**config.mk**
```make
export PLATFORM = sky130hd
export DESIGN_NAME = forest_vote_argmax
export DESIGN_NICKNAME = d
export VERILOG_FILES = /design/src/rtl/forest_pkg.sv /design/src/rtl/vote_popcount.sv /design/src/rtl/forest_vote_argmax.sv
export SDC_FILE = /design/constraint.sdc
export NUM_CORES = 1
export LEC_CHECK = 0
export CAP_MARGIN = 5
export CORE_MARGIN = 10
export CORE_UTILIZATION = 45
export DETAILED_ROUTE_END_ITERATION = 8
export PLACE_DENSITY = 0.7
export RECOVER_POWER = 100
export SLEW_MARGIN = 15
export SYNTH_ARGS = -nofsm -noshare
export SYNTH_HDL_FRONTEND = slang
export SYNTH_HIERARCHICAL = 1
export SYNTH_SLANG_ARGS = --single-unit
```
**constraint.sdc**
```tcl
create_clock -name clk -period 2.5 [get_ports clk]
set_input_delay 0.25 -clock clk [delete_from_list [all_inputs] [get_ports clk]]
set_output_delay 0.25 -clock clk [all_outputs]
set_load 0.02 [all_outputs]
```
**src/rtl/forest_pkg.sv**
```systemverilog
// forest_pkg
//   Shared defaults and types for the forest vote argmax stage.
//   NUM_CLASSES_DEF / NUM_TREES_DEF : default class and tree counts.
//   CW_DEF / VW_DEF                 : class-index and score widths derived from them.
//   state_e                         : controller state encoding (ACC, HOLD).
package forest_pkg;

    localparam int NUM_CLASSES_DEF = 6;
    localparam int NUM_TREES_DEF   = 8;
    localparam int CW_DEF          = $clog2(NUM_CLASSES_DEF);
    localparam int VW_DEF          = $clog2(NUM_TREES_DEF + 1);

    typedef enum logic [0:0] {
        ST_ACC  = 1'b0,
        ST_HOLD = 1'b1
    } state_e;

endpackage

```
**src/rtl/vote_popcount.sv**
```systemverilog
// vote_popcount
//   Combinational population count of one beat of tree votes.
//   votes_i : NUM_TREES tree outputs for one class.
//   count_o : number of set bits, 0..NUM_TREES, VW bits wide.
module vote_popcount #(
    parameter  int NUM_TREES = 8,
    localparam int VW        = $clog2(NUM_TREES + 1)
) (
    input  logic [NUM_TREES-1:0] votes_i,
    output logic [VW-1:0]        count_o
);

    // VW is sized so NUM_TREES itself fits, so the running sum cannot overflow.
    always_comb begin
        count_o = '0;
        for (int t = 0; t < NUM_TREES; t++) begin
            count_o = count_o + VW'(votes_i[t]);
        end
    end

endmodule

```
**src/rtl/forest_vote_argmax.sv**
```systemverilog
// forest_vote_argmax
//   Collects one vote beat per class (classes in order 0..NUM_CLASSES-1),
//   popcounts each beat, tracks the running maximum and presents the winner.
//   clk, rst_n          : clock, asynchronous active-low reset.
//   in_valid/in_ready   : beat handshake; in_votes carries the current class votes.
//   out_valid/out_ready : result handshake.
//   out_class/out_score : winning class index and its vote count.
//   out_tie             : another class reached the same maximum score.
//
//   state   | meaning
//   --------+-------------------------------------------
//   ST_ACC  | accepting class beats, in_ready high
//   ST_HOLD | result presented, waiting for out_ready
module forest_vote_argmax
    import forest_pkg::*;
#(
    parameter  int NUM_CLASSES = NUM_CLASSES_DEF,
    parameter  int NUM_TREES   = NUM_TREES_DEF,
    localparam int CW          = $clog2(NUM_CLASSES),
    localparam int VW          = $clog2(NUM_TREES + 1)
) (
    input  logic                 clk,
    input  logic                 rst_n,
    input  logic                 in_valid,
    output logic                 in_ready,
    input  logic [NUM_TREES-1:0] in_votes,
    output logic                 out_valid,
    input  logic                 out_ready,
    output logic [CW-1:0]        out_class,
    output logic [VW-1:0]        out_score,
    output logic                 out_tie
);

    localparam logic [CW-1:0] LAST_CLASS = CW'(NUM_CLASSES - 1);

    state_e          state_q, state_d;
    logic [CW-1:0]   cnt_q, cnt_d;
    logic [VW-1:0]   best_score_q, best_score_d;
    logic [CW-1:0]   best_class_q, best_class_d;
    logic            tie_q, tie_d;
    logic            in_ready_q, in_ready_d;
    logic            out_valid_q, out_valid_d;
    logic [CW-1:0]   out_class_q, out_class_d;
    logic [VW-1:0]   out_score_q, out_score_d;
    logic            out_tie_q, out_tie_d;

    logic [VW-1:0]   beat_score;
    logic [VW-1:0]   upd_score;
    logic [CW-1:0]   upd_class;
    logic            upd_tie;

    vote_popcount #(
        .NUM_TREES (NUM_TREES)
    ) u_popcount (
        .votes_i (in_votes),
        .count_o (beat_score)
    );

    // Running argmax after folding in the current beat. Class 0 reseeds the
    // accumulators so nothing from the previous sample leaks in; on equal
    // scores the stored (lower) index is kept and only the tie flag is set.
    always_comb begin
        upd_score = best_score_q;
        upd_class = best_class_q;
        upd_tie   = tie_q;
        if (cnt_q == '0) begin
            upd_score = beat_score;
            upd_class = '0;
            upd_tie   = 1'b0;
        end else if (beat_score > best_score_q) begin
            upd_score = beat_score;
            upd_class = cnt_q;
            upd_tie   = 1'b0;
        end else if (beat_score == best_score_q) begin
            upd_tie   = 1'b1;
        end
    end

    always_comb begin
        state_d      = state_q;
        cnt_d        = cnt_q;
        best_score_d = best_score_q;
        best_class_d = best_class_q;
        tie_d        = tie_q;
        in_ready_d   = in_ready_q;
        out_valid_d  = out_valid_q;
        out_class_d  = out_class_q;
        out_score_d  = out_score_q;
        out_tie_d    = out_tie_q;

        case (state_q)
            ST_ACC: begin
                // in_ready comes up one edge after reset release and stays up in ACC.
                in_ready_d = 1'b1;
                if (in_valid && in_ready_q) begin
                    best_score_d = upd_score;
                    best_class_d = upd_class;
                    tie_d        = upd_tie;
                    if (cnt_q == LAST_CLASS) begin
                        cnt_d       = '0;
                        out_class_d = upd_class;
                        out_score_d = upd_score;
                        out_tie_d   = upd_tie;
                        out_valid_d = 1'b1;
                        in_ready_d  = 1'b0;
                        state_d     = ST_HOLD;
                    end else begin
                        cnt_d = cnt_q + CW'(1);
                    end
                end
            end
            ST_HOLD: begin
                in_ready_d = 1'b0;
                if (out_valid_q && out_ready) begin
                    out_valid_d = 1'b0;
                    in_ready_d  = 1'b1;
                    state_d     = ST_ACC;
                end
            end
            default: begin
                state_d    = ST_ACC;
                in_ready_d = 1'b0;
            end
        endcase
    end

    always_ff @(posedge clk or negedge rst_n) begin
        if (!rst_n) begin
            state_q      <= ST_ACC;
            cnt_q        <= '0;
            best_score_q <= '0;
            best_class_q <= '0;
            tie_q        <= 1'b0;
            in_ready_q   <= 1'b0;
            out_valid_q  <= 1'b0;
            out_class_q  <= '0;
            out_score_q  <= '0;
            out_tie_q    <= 1'b0;
        end else begin
            state_q      <= state_d;
            cnt_q        <= cnt_d;
            best_score_q <= best_score_d;
            best_class_q <= best_class_d;
            tie_q        <= tie_d;
            in_ready_q   <= in_ready_d;
            out_valid_q  <= out_valid_d;
            out_class_q  <= out_class_d;
            out_score_q  <= out_score_d;
            out_tie_q    <= out_tie_d;
        end
    end

    assign in_ready  = in_ready_q;
    assign out_valid = out_valid_q;
    assign out_class = out_class_q;
    assign out_score = out_score_q;
    assign out_tie   = out_tie_q;

endmodule

```
==> metrics <==
setup TNS=-15480 ps; slowest CP cell=fa_1; CTS tree=built; Layout fillers=224; post-route cell area=1790 um^2; # Max-Cap Violations=0; full die area=5350 um^2; Initial Util=46.5%; most frequent CP cell=fa_1; WL final=2910 um; Die W=73.2 um; core area=2730 um^2; CP Class=input port to flip-flop; asr flop ratio synth=100%; worst slew pin tran=1170 ps; Placement Cell Area=1710 um^2; Critical Path Max Stage Delay=550 ps; VDD IR-drop max=0.000983 V; Rows=19; EDFF count, synth=0; share of cells above drive strength 1=32.7%; # setup viols final=16; Total GRT Usage=11.6%; # IOs=22; Critical Path Sink Type=flip-flop; Fin. Hold Viols=0; CTS buffer count=3; area of the mapped netlist=1270 um^2; Seq/Total Area, Yosys=43.3%; outcome=finished, violations left; antenna viol nets, final=0; drt via density=5.31; Final min period=3600 ps; largest net degree at the start of global routing=23; initial antenna violation count=0; ant diodes=0; RSZ-0062 raised after global routing=true; Synth Area per Inst=10.3 um^2; htree depth=1; DRC Markers=0; clk_lat worst skew=310 ps; Leakage Power=0.000829 uW; 1st-pass router iterations=4; chip height=73.2 um; synth-to-layout area growth=41.0%; vias in the first global route=1103; Final #Nets=192; Post-Syn Nets=147; first-pass GRT wire length=5020 um; violated checks=negative setup slack; CTS root buffer=clkbuf_4; DR iter-0 viols=49; Final Cycle Share=144%; Yosys Warn Count=6; clk sinks=22; clock tree buffer depth=2; Worst EP required=2700 ps; Min-Delay Path Class=flip-flop to flip-flop; PwrDens=1440 nW/um^2; CP Cell Sequence=buf_6, inv_2, fa_1, fa_1, fa_1, inv_1, ha_2, inv_2, fa_2, xnor2_2, ha_1, and4_4, o32a_4, a21oi_4, mux2_4; Main synth FF type=dfrtp_1; Cell variety after synth=36; drt wl/cell=14.6 um; min setup slack post-route=-1100 ps; GR Overflow Total=0; Slew headroom=21.9%; DR vias=1057; Startpoint Class=input port; hold slack=503 ps; gpl congestion=0.842; Power Total=2580 uW; max-slew violations=0; clk slew on worst S/H paths=120 ps; hold buffers post-CTS=0; Crit path arrival time=3800 ps; Final Skew=4.49 ps; Worst Path Max Fanout=4; f_max=0.278 GHz; PortBufs=21; synthesized flop and latch total=22; HPWL Detailed=2340 um; synthesized instance count=124
==> Yosys cell counts (2+ instances only) <==
cell      count  share of area (%)
nor2_1       11                3.2
nand2_1       7                2.1
nor2b_1       2               0.98
o21ai_0       6                2.4
fa_1          4                6.3
o211ai_1      2                1.2
a31oi_1       4                2.0
mux2_2        3                2.7
ha_1          7                6.9
nand3_1       5                2.0
inv_1        19                5.6
dfrtp_1      22                 43
a21oi_1       6                2.4
xnor2_1       2                1.4
o22a_1        3                2.1
==> report_power, final <==
group,switching [uW],internal [uW]
clock,105,89.0
combinational,806,903
sequential,152,526
total,1060,1520
==> routing by layer <==
layer | routed length (um) | up-vias | global-route usage [%]
met5 | 0 | - | 0
met4 | 25 | 0 | 3.16
met3 | 161 | 4 | 4.08
met2 | 1390 | 13 | 18.9
met1 | 1330 | 524 | 14.0
li1 | - | 516 | -
==> state kept, by name (all words and copies together) (netlist names) <==
| name | cells |
|---|---|
| best_score_q | 4 |
| out_score | 4 |
| best_class_q | 3 |
| cnt_q | 3 |
| out_class | 3 |
| in_ready | 1 |
| out_tie | 1 |
| out_valid | 1 |
| state_q | 1 |
| tie_q | 1 |
==> kinds of logic after synthesis <==
logic type / synth area share (%)
AOI/OAI and AO/OA: 17.0
and+or+nand+nor: 14.1
xor gates and xnor gates: 1.38
DFF: 43.3
adders and majority gates: 13.2
buffers and inverters: 7.28
muxes: 3.83
==> critical path, delay by kind of cell <==
kind | cells | cell delay (ps)
muxes | 1 | 330
adders and majority gates | 6 | 2250
AOI/OAI and AO/OA | 2 | 420
and+or+nand+nor | 1 | 180
buffers and inverters | 4 | 210
xor gates and xnor gates | 1 | 160
==> path summary, 6_finish.rpt <==
path                                 start               to  slack [ps]  cells past startpoint
max in group asynchronous            rst_n  best_score_q[1]        1120                      2
min in group asynchronous            rst_n  best_score_q[0]         680                      2
setup reg to reg           best_score_q[3]  best_score_q[2]         610                      6
setup / recovery               in_votes[1]  best_score_q[2]       -1100                     15
hold / removal             best_class_q[0]  best_class_q[0]         500                      1
hold reg to reg            best_class_q[0]  best_class_q[0]         500                      1
==> repair_timing <==
action	in CTS	in global routing
setup buffers	3	1
hold endpoints to repair	0	0
pin swaps	10	11
setup endpoints to repair	16	16
gates resized for setup	20	10
==> area by class of cell <==
| cell class | count | area, um^2 | share of cell area, % |
|---|---|---|---|
| clock buffers | 4 | 36.3 | 2.02 |
| multi-input cells | 80 | 717 | 40.0 |
| repair buffers | 43 | 373 | 20.8 |
| flip-flops and latches | 22 | 551 | 30.7 |
| well taps | 31 | 38.8 | 2.16 |
| inverters | 19 | 78.8 | 4.39 |
==> metrics by stage <==
step | worst slack [ps] | cells | util (%)
2_1_floorplan | -1400 | 124 | -
3_3_place_gp | -1910 | 192 | 62.6
3_5_place_dp | -2030 | 192 | 62.6
4_1_cts | -1260 | 199 | 65.3
5_1_grt | -1190 | 199 | 65.6
6_report | -1100 | 199 | 65.6
==> cell usage in the layout, fill, tap and decap left out, types with 2 or more instances in the layout <==
| cell | n |
|---|---|
| a31oi_1 | 4 |
| fa_1 | 3 |
| o21ai_0 | 2 |
| buf_4 | 21 |
| mux2_4 | 4 |
| clkbuf_4 | 3 |
| ha_1 | 5 |
| nand3_2 | 2 |
| nand2_1 | 7 |
| a21oi_1 | 5 |
| inv_1 | 14 |
| inv_2 | 4 |
| clkdlybuf4s50_1 | 17 |
| dfrtp_1 | 22 |
| o22a_1 | 3 |
| o21ai_1 | 4 |
| nor2_1 | 11 |
| o211ai_1 | 2 |
| nand3_1 | 3 |
(Power assumes the default switching activity.)
